## config.mk

```make
export PLATFORM = sky130hd
export DESIGN_NAME = block_obstacle
export DESIGN_NICKNAME = d
export VERILOG_FILES = /design/src/rtl/block_obstacle.sv
export SDC_FILE = /design/constraint.sdc
export NUM_CORES = 1
export LEC_CHECK = 0
export BUFFER_PORTS_ARGS = -buffer_cell sky130_fd_sc_hd__buf_2
export CORE_UTILIZATION = 30
export DETAILED_ROUTE_END_ITERATION = 10
export GPL_TIMING_DRIVEN = 0
export MAX_ROUTING_LAYER = met4
export PLACE_DENSITY = 0.51
export SETUP_SLACK_MARGIN = 0.3
export SYNTH_ARGS = -nofsm -noshare
export SYNTH_HDL_FRONTEND = slang
export SYNTH_SLANG_ARGS = --single-unit
```

## constraint.sdc

```tcl
create_clock -name clock -period 4.4 [get_ports clock]
set_input_delay 0 -clock clock [delete_from_list [all_inputs] [get_ports clock]]
set_output_delay 0 -clock clock [all_outputs]
set_load 0.02 [all_outputs]
```

## src/rtl/block_obstacle.sv

```systemverilog
`default_nettype none
// ============================================================================
//  Module      : block_obstacle
//  Description : Solid rectangular obstacle that scrolls left by STEP pixels
//                per screen update. On each draw request it streams its pixels
//                in raster order to the shape controller. When a move is
//                pending, it first erases the block at the old position and
//                then draws it at the new one.
//                Optional macro: BLOCK_OBSTACLE_ERASE_EN compiles in the
//                erase pass. Without it, the move is applied at the start of
//                the pass and only the draw pass runs.
//  Revision    : 1.0 - initial release
// ============================================================================
module block_obstacle #(
   parameter int          SCREEN_W = 160,
   parameter int          BLOCK_W  = 10,
   parameter int          BLOCK_H  = 10,
   parameter int          X_START  = 150,
   parameter int          Y_POS    = 100,
   parameter int          STEP     = 2,
   parameter logic [2:0]  COLOUR   = 3'b010
) (
   input  logic        clock,
   input  logic        resetn,
   input  logic        draw_start,
   input  logic        update_screen,
   output logic [10:0] x_out,
   output logic [10:0] y_out,
   output logic [2:0]  colour_out,
   output logic        draw_done
);

   localparam logic [10:0] CX_LAST = 11'(BLOCK_W - 1);
   localparam logic [10:0] CY_LAST = 11'(BLOCK_H - 1);
   localparam logic [10:0] STEP_V  = 11'(STEP);
   localparam logic [10:0] WRAP_X  = 11'(SCREEN_W - BLOCK_W);
   localparam logic [10:0] X_INIT  = 11'(X_START);
   localparam logic [10:0] Y_BASE  = 11'(Y_POS);

`ifdef BLOCK_OBSTACLE_ERASE_EN
   typedef enum logic [1:0] {IDLE = 2'd0, ERASE = 2'd1, DRAW = 2'd2, DONE = 2'd3} state_t;
`else
   typedef enum logic [1:0] {IDLE = 2'd0, DRAW = 2'd2, DONE = 2'd3} state_t;
`endif

   state_t      state, state_nxt;
   logic [10:0] x_pos, x_pos_nxt;
   logic        move_pending, pending_nxt;
   logic [10:0] cx, cx_nxt, cy, cy_nxt;
   logic [10:0] x_out_nxt, y_out_nxt;
   logic [2:0]  colour_nxt;
   logic [10:0] x_moved;
   logic [10:0] step_cx, step_cy;
   logic        last_pix;

   // Position after one move, wrapping to the right edge when it would go negative
   assign x_moved  = (x_pos >= STEP_V) ? (x_pos - STEP_V) : WRAP_X;
   // cx/cy always name the pixel currently on the outputs
   assign last_pix = (cx == CX_LAST) && (cy == CY_LAST);
   assign draw_done = (state == DONE);

   // Next-state, next pixel and move bookkeeping
   always_comb begin
      state_nxt   = state;
      x_pos_nxt   = x_pos;
      cx_nxt      = cx;
      cy_nxt      = cy;
      x_out_nxt   = x_out;
      y_out_nxt   = y_out;
      colour_nxt  = colour_out;
      pending_nxt = move_pending | update_screen;
      if (cx == CX_LAST) begin
         step_cx = 11'd0;
         step_cy = cy + 11'd1;
      end else begin
         step_cx = cx + 11'd1;
         step_cy = cy;
      end

      case (state)
         IDLE: begin
            if (draw_start) begin
               cx_nxt    = 11'd0;
               cy_nxt    = 11'd0;
               y_out_nxt = Y_BASE;
`ifdef BLOCK_OBSTACLE_ERASE_EN
               x_out_nxt = x_pos;
               if (move_pending) begin
                  state_nxt  = ERASE;
                  colour_nxt = 3'b000;
               end else begin
                  state_nxt  = DRAW;
                  colour_nxt = COLOUR;
               end
`else
               state_nxt  = DRAW;
               colour_nxt = COLOUR;
               if (move_pending) begin
                  x_pos_nxt   = x_moved;
                  x_out_nxt   = x_moved;
                  pending_nxt = update_screen;
               end else begin
                  x_out_nxt = x_pos;
               end
`endif
            end
         end
`ifdef BLOCK_OBSTACLE_ERASE_EN
         ERASE: begin
            if (last_pix) begin
               // Move lands on the same edge that presents the first draw pixel
               state_nxt   = DRAW;
               x_pos_nxt   = x_moved;
               pending_nxt = update_screen;
               cx_nxt      = 11'd0;
               cy_nxt      = 11'd0;
               x_out_nxt   = x_moved;
               y_out_nxt   = Y_BASE;
               colour_nxt  = COLOUR;
            end else begin
               cx_nxt    = step_cx;
               cy_nxt    = step_cy;
               x_out_nxt = x_pos + step_cx;
               y_out_nxt = Y_BASE + step_cy;
            end
         end
`endif
         DRAW: begin
            if (last_pix) begin
               state_nxt = DONE;
            end else begin
               cx_nxt    = step_cx;
               cy_nxt    = step_cy;
               x_out_nxt = x_pos + step_cx;
               y_out_nxt = Y_BASE + step_cy;
            end
         end
         DONE: begin
            if (!draw_start) state_nxt = IDLE;
         end
         default: state_nxt = IDLE;
      endcase
   end

   // State, position, counters and registered pixel outputs
   always_ff @(posedge clock or negedge resetn) begin
      if (!resetn) begin
         state        <= IDLE;
         x_pos        <= X_INIT;
         move_pending <= 1'b0;
         cx           <= 11'd0;
         cy           <= 11'd0;
         x_out        <= X_INIT;
         y_out        <= Y_BASE;
         colour_out   <= 3'b000;
      end else begin
         state        <= state_nxt;
         x_pos        <= x_pos_nxt;
         move_pending <= pending_nxt;
         cx           <= cx_nxt;
         cy           <= cy_nxt;
         x_out        <= x_out_nxt;
         y_out        <= y_out_nxt;
         colour_out   <= colour_nxt;
      end
   end

endmodule
`default_nettype wire

```

==> results of run 1 <==
[worst min path at each step]
stage / slack, ps / startpoint / end / cells after the start
after detailed placement: 200 / update_screen / move_pending / 2
after global routing: 380 / resetn / colour_out[1] / 2
after CTS: 50 / resetn / colour_out[1] / 1
after floorplan: -300 / resetn / colour_out[1] / 0
after global placement: 180 / update_screen / move_pending / 2
final: 280 / resetn / colour_out[1] / 2
[power by group]
group	switching [W]	total (W)	internal, W
combinational	0.000677	0.00116	0.000478
clock	0.000244	0.000696	0.000452
sequential	0.000142	0.000832	0.000689
total	0.00106	0.00268	0.00162
[state kept, by name (all words and copies together) (netlist names)]
register	count
state	2
colour_out	1
x_out	11
cx	11
x_pos	11
y_out	11
move_pending	1
cy	9
[placed cells by master, fill, tap and decap left out, types with 20 or more instances in the layout]
cell type	netlist	routed
sky130_fd_sc_hd__nor2_1	38	38
sky130_fd_sc_hd__nand3_1	23	23
sky130_fd_sc_hd__o21ai_0	37	35
sky130_fd_sc_hd__buf_2	3	29
sky130_fd_sc_hd__dfrtp_1	46	46
sky130_fd_sc_hd__xnor2_1	20	20
sky130_fd_sc_hd__xor2_1	20	20
sky130_fd_sc_hd__clkbuf_1	23	26
sky130_fd_sc_hd__nand2_1	50	50
sky130_fd_sc_hd__a21oi_1	20	20
[worst max-delay path: cells and delay by family, from the launching register on]
kind	cells	cell delay [ps]
flops	1	420
compound gates	6	920
fa+ha+maj	3	770
buf+inv	3	420
simple gates	5	1220
[metrics by stage]
stage          hold WS (ps)  cell area (um^2)
3_3_place_gp            183              4180
5_1_grt                 378              4550
3_5_place_dp            203              4180
6_report                281              4550
2_1_floorplan          -296              3830
4_1_cts                46.7              4500
[final cells by class]
cell class | count | share of cell area (%)
Tap cell | 168 | 4.62
Clock buffer | 13 | 5.50
Multi-Input combinational cell | 349 | 48.8
Timing Repair Buffer | 35 | 4.51
Clock inverter | 3 | 0.879
Buffer | 30 | 2.89
Sequential cell | 57 | 31.6
Inverter | 14 | 1.15
[logic make-up (layout without fill, tap and decap cells)]
logic type               Yosys count  in the layout  synth area share, %
XOR/XNOR                          40             40                 9.15
AO/OA/AOI/OAI                    110            110                 18.2
other                              1              2               0.0979
flip-flops                        57             57                 37.6
buffers and inverters             44             95                 4.80
multiplexers                       3              3                0.784
AND/OR/NAND/NOR                  176            176                 23.5
adder cells (fa/ha/maj)           18             18                 5.88
[repair_timing]
action / CTS / global route
buffers inserted: 2 / 3
pin swaps: 1 / 3
endpoints found under the hold margin: 2 / 46
gates resized for setup: 0 / 6
hold buffers: 2 / 1
endpoints found under the setup margin: 2 / 3
[layer usage]
| layer | vias up | routed length (um) | global-route usage [%] |
|---|---|---|---|
| met2 | 71 | 5110 | 28.1 |
| met1 | 1683 | 5330 | 25.0 |
| li1 | 1696 | - | - |
| met4 | 0 | 135 | 6.93 |
| met3 | 13 | 434 | 3.58 |
| met5 | - | 0 | - |
==> qor.yml, run 1 <==
vdd_ir_drop_max_uv: 181
viasPerCell: 5.18
totalWireLength_um: 11000
synth_enable_flop_cells: 0
ys_seq_area_share_pct: 37.6
final-max-slew-violation-count: 0
synth_top_area_share_pct: 30.1
critical_path_data_arrival_time_ps: 4080
worst_slew_margin_relative_to_its_limit_pct: 43.7
place.detailed.instances: 645
max_slew.worst_pin.slew_ps: 832
cp_slowest_cell: "sky130_fd_sc_hd__or4bb_4"
place_hpwl_um: 7910
initial_utilization_pct: 31.4
power_leakage_nw: 1.95
worstReg2RegEnd: "x_out[10]"
drt-initial-drc-count: 191
grt_pass1_vias: 3393
cp_max_fo: 5
num_antenna_cells: 0
worst_hold_path_type: "in -> async"
die-height_um: 115
final_critical_path_setup_slack_ps: 518
tritoncts: "yes"
floorplan.io_pins: 30
dominantRegCellSynth: "sky130_fd_sc_hd__dfrtp_1"
core_area_mm2: 0.0122
multi_input_comb_area_mm2: 0.00222
routedWlPerCell_um: 16.4
route.antenna.remaining_nets: 0
grt_overflow: 0
core_occupancy_in_the_finished_layout_pct: 37.3
setup_viol: 0
die_area_mm2: 0.0132
pin_count_of_the_biggest_net_entering_global_routing: 58
timing.critical_path.required_ps: 4600
timing.critical_path.cells: "inv_1 -> ha_1 -> or4bb_4 -> nor3_4 -> nor2_1 -> ha_1 -> fa_2 -> nand2_1 -> o21ai_0 -> o211ai_1 -> buf_4 -> a2111oi_0 -> nor4_1 -> buf_4 -> o21ai_1 -> a21oi_1 -> o211ai_1"
run_status: "complete, no violations"
pre_cts_setup_slack_ps: 238
worst-r2r-cell-count: 17
max_freq_mhz: 258
drt_pre_antenna_iters: 4
synth-async-reset-ratio_pct: 100
global_route_wire_length_before_repair_um: 18200
drcViolationCount: 0
fin_total_pwr_w: 0.00268
finalCriticalPeriod_ps: 3880
synth-seq-cells: 57
worstReg2RegStart: "cx[1]"
post_synth_top_cells: "sky130_fd_sc_hd__nand2_1 (50), sky130_fd_sc_hd__dfrtp_1 (46), sky130_fd_sc_hd__nor2_1 (38)"
via_total_after_detailed_routing: 3463
cts_root_buf: "sky130_fd_sc_hd__clkbuf_16"
clk_pin_slew_worst_paths_ps: 50
synth.most_common_cell: "sky130_fd_sc_hd__nand2_1"
synth_largest_area_cell: "sky130_fd_sc_hd__dfrtp_1"
cap_viol_max_count: 0
setup.worst_path.class: "reg -> reg"
cts_inserted_buffers: 9
critical_path.endpoint_type: "register"
synth-warning-count: 0
timing.final.hold_violations: 0
post_synth_main_area_contributors: "sky130_fd_sc_hd__dfrtp_1 (30%), sky130_fd_sc_hd__dfstp_2 (7.5%), sky130_fd_sc_hd__nand2_1 (4.9%)"
portion_of_the_clock_cycle_consumed_by_the_worst_path_in_the_final_layout_pct: 88.2
rows: 40
drive_gt1_share_pct: 14.8
skew_final_ps: 4.39
htree_num_levels: 3
area.sequential_mm2: 0.00144
numPortBuffers: 27
power.density_cell_area_mw_per_mm2: 589
antenna_found_initial: 0
syn-instance-count: 449
r2r_setup_slack_ps: 520
area_delta_synth_final_pct: 18.9
nets: 515
syn_avg_cell_area_um2: 8.53
finalSetupTns_ps: 0
post_synthesis_cell_type_count: 61
cts_buffer_depth: 2
rsz0062_at_grt: "no"
number_of_clock_sinks: 57
source_to_sink_clock_delay_at_the_later_pin_of_the_worst_skew_pair_ps: 330
worst_setup_path_start_kind: "register"
worst_path_largest_cell_delay_ps: 490
timing.critical_path.to: "x_out[10]"
global_placement_routability_congestion: 0.903
syn_area_mm2: 0.00383
finalNonFillerCells: 669
crit_path_start: "cx[1]"
die_w_um: 115
final.fill_count: 1311
gr-usage-all-layers_pct: 18.8
No activity file was read; power rests on OpenSTA's default activity.
==> run 2, diff against run 1 <==
--- a/config.mk
+++ b/config.mk
@@ -6,11 +6,12 @@
 export NUM_CORES = 1
 export LEC_CHECK = 0
 export BUFFER_PORTS_ARGS = -buffer_cell sky130_fd_sc_hd__buf_2
-export CORE_UTILIZATION = 30
+export CORE_MARGIN = 4
+export CORE_UTILIZATION = 40
 export DETAILED_ROUTE_END_ITERATION = 10
 export GPL_TIMING_DRIVEN = 0
 export MAX_ROUTING_LAYER = met4
-export PLACE_DENSITY = 0.51
+export PLACE_DENSITY = 0.62
 export SETUP_SLACK_MARGIN = 0.3
 export SYNTH_ARGS = -nofsm -noshare
 export SYNTH_HDL_FRONTEND = slang
==> qor.yml, run 2 (synthesized netlist as in run 1, its figures left out) <==
worstReg2RegStart: "cx[1]"
timing.critical_path.required_ps: 4610  # about the same
power_report.internal_total_w: 0.00149  # -8.3%
finalCriticalPeriod_ps: 3820  # -60.9 ps
tritoncts: "yes"
r2r_setup_slack_ps: 580  # +60 ps
grt_overflow: 0  # unchanged
clkPwrFrac_pct: 21.3  # -4.7 points
drive_gt1_share_pct: 14.8  # +0.030 points
finalSetupTns_ps: 0  # unchanged
drt-initial-drc-count: 241  # +26%
area_delta_synth_final_pct: 15.4
power_leakage_nw: 1.91  # -1.9%
die-height_um: 106  # -7.9%
skew_final_ps: 11.4  # +6.98 ps
number_of_clock_sinks: 57  # unchanged
gr-usage-all-layers_pct: 19.2  # +0.40 points
cts_root_buf: "sky130_fd_sc_hd__clkbuf_8"
core_area_mm2: 0.00928  # -24%
power_switching_share_pct: 40.5  # +0.82 points
final.fill_count: 944  # -28%
stdcell_area_mm2: 0.00442  # -3.0%
clk_pin_slew_worst_paths_ps: 70  # +20 ps
critical_path_data_arrival_time_ps: 4030  # -50 ps
timing.critical_path.buf_inv: 2  # -1
cp_max_fo: 4  # -1
timing.critical_path.cells: "inv_1 -> ha_1 -> or4bb_1 -> nor3_4 -> nor2_1 -> ha_1 -> fa_1 -> nand2_1 -> o21ai_0 -> o211ai_1 -> a2111oi_0 -> nor4_1 -> buf_4 -> o21ai_1 -> a21oi_1 -> o211ai_1"
fin_hold_ws_ps: 258  # -22.3 ps
max_freq_mhz: 262  # +1.6%
final-max-slew-violation-count: 0  # unchanged
core_occupancy_in_the_finished_layout_pct: 47.6  # +10 points
worst-r2r-cell-count: 16  # -1
worst_path_largest_cell_delay_ps: 470  # -20 ps
drcViolationCount: 0  # unchanged
cap_viol_max_count: 0  # unchanged
source_to_sink_clock_delay_at_the_later_pin_of_the_worst_skew_pair_ps: 350  # +20 ps
setup_viol: 0  # unchanged
totalWireLength_um: 9990  # -9.2%
final_critical_path_setup_slack_ps: 579  # +60.9 ps
antenna_found_initial: 0  # unchanged
run_status: "complete, no violations"
routedWlPerCell_um: 15.9  # -3.5%
viasPerCell: 5.48  # +5.9%
timing.final.hold_violations: 0  # unchanged
htree_num_levels: 3  # unchanged
power.density_cell_area_mw_per_mm2: 565  # -4.2%
net_switching_power_w: 0.00101  # -5.1%
drt_pre_antenna_iters: 5  # +1
cell_family_with_most_cp_delay: "simple AND/OR/NAND/NOR gates"
nets: 514  # -0.19%
route.antenna.remaining_nets: 0  # unchanged
worst_slew_margin_relative_to_its_limit_pct: 45.3  # +1.6 points
max_slew.worst_pin.slew_ps: 808  # -23.7 ps
num_antenna_cells: 0  # unchanged
place_hpwl_um: 7350  # -7.1%
rows: 35  # -13%
most_used_cells_in_the_layout_excluding_fill_and_tap_cells: "sky130_fd_sc_hd__nand2_1 (50), sky130_fd_sc_hd__dfrtp_1 (45), sky130_fd_sc_hd__nor2_1 (38), sky130_fd_sc_hd__o21ai_0 (36), sky130_fd_sc_hd__buf_2 (29)"
via_total_after_detailed_routing: 3448  # -0.43%
critical_path.endpoint_type: "register"
grt_pass1_vias: 3236  # -4.6%
vdd_ir_drop_max_uv: 159  # -13%
pin_count_of_the_biggest_net_entering_global_routing: 58  # unchanged
pre_cts_setup_slack_ps: 321  # +83.1 ps
floorplan.io_pins: 30  # unchanged
die_area_mm2: 0.0112  # -15%
numPortBuffers: 27  # unchanged
worst_hold_path_type: "in -> async"
setup.worst_path.class: "reg -> reg"
initial_utilization_pct: 41.3  # +9.9 points
worst_setup_path_start_kind: "register"
portion_of_the_clock_cycle_consumed_by_the_worst_path_in_the_final_layout_pct: 86.8  # -1.4 points
die_w_um: 106  # -7.9%
worstReg2RegEnd: "x_out[10]"
layout.cells.most_common: "sky130_fd_sc_hd__nand2_1"
placed_cell_area_mm2: 0.00413  # -1.2%
global_placement_routability_congestion: 0.920  # +1.8%
part_of_the_power_in_combinational_logic_pct: 45.7  # +2.6 points
rsz0062_at_grt: "no"
seq_power_share_pct: 32.9  # +1.9 points
cts_inserted_buffers: 9  # unchanged
cp_slowest_cell: "sky130_fd_sc_hd__or4bb_1"
cts_buffer_depth: 2  # unchanged
global_route_wire_length_before_repair_um: 16600  # -8.7%
[run 2: worst max path at each step]
stage	slack [ps]	cells past startpoint	endpoint	startpoint
2_1_floorplan	940	13	x_out[10]	cx[6]
3_3_place_gp	380	14	x_out[10]	cx[0]
3_5_place_dp	320	14	x_out[10]	cx[0]
4_1_cts	490	15	x_out[10]	cx[0]
5_1_grt	340	16	x_out[10]	cx[1]
6_report	580	16	x_out[10]	cx[1]
[run 2: area by class of cell]
| type | count | area, um^2 | area share (%) |
|---|---|---|---|
| multi-input cells | 349 | 2220 | 50.2 |
| flip-flops and latches | 57 | 1440 | 32.6 |
| repair buffers | 34 | 198 | 4.47 |
| clock buffers | 14 | 183 | 4.13 |
| well taps | 129 | 161 | 3.65 |
| plain buffers | 30 | 131 | 2.97 |
| inverters | 14 | 52.6 | 1.19 |
| clock inverters | 2 | 35.0 | 0.793 |
[run 2: power groups by stage]
stage | registers (W) | logic [W] | clock network (W)
2_1_floorplan | 0.000887 | 0.000756 | 0
3_3_place_gp | 0.000826 | 0.00108 | 0
3_5_place_dp | 0.000829 | 0.00110 | 0
4_1_cts | 0.000821 | 0.00113 | 0.000549
5_1_grt | 0.000845 | 0.00127 | 0.000572
6_report | 0.000822 | 0.00114 | 0.000532
[run 2: stage by stage]
step	cells	total power (W)
floorplan	450	0.00164
global placement	606	0.00190
detailed placement	606	0.00193
CTS	627	0.00250
global route	629	0.00268
finish	629	0.00249
[run 2: per-layer routing]
| metal | up-vias | wire length (um) | global-route usage, % |
|---|---|---|---|
| met1 | 1665 | 4780 | 26.8 |
| met5 | - | 0 | - |
| met4 | 0 | 155 | 6.29 |
| met2 | 77 | 4540 | 28.1 |
| met3 | 13 | 511 | 3.55 |
| li1 | 1693 | - | - |
[run 2: repair_timing]
item	4_1_cts	5_1_grt
buffers inserted	2	2
hold buffers	3	0
pin swaps	1	3
gates resized for setup	0	3
hold endpoints to repair	24	0
endpoints found under the setup margin	2	3
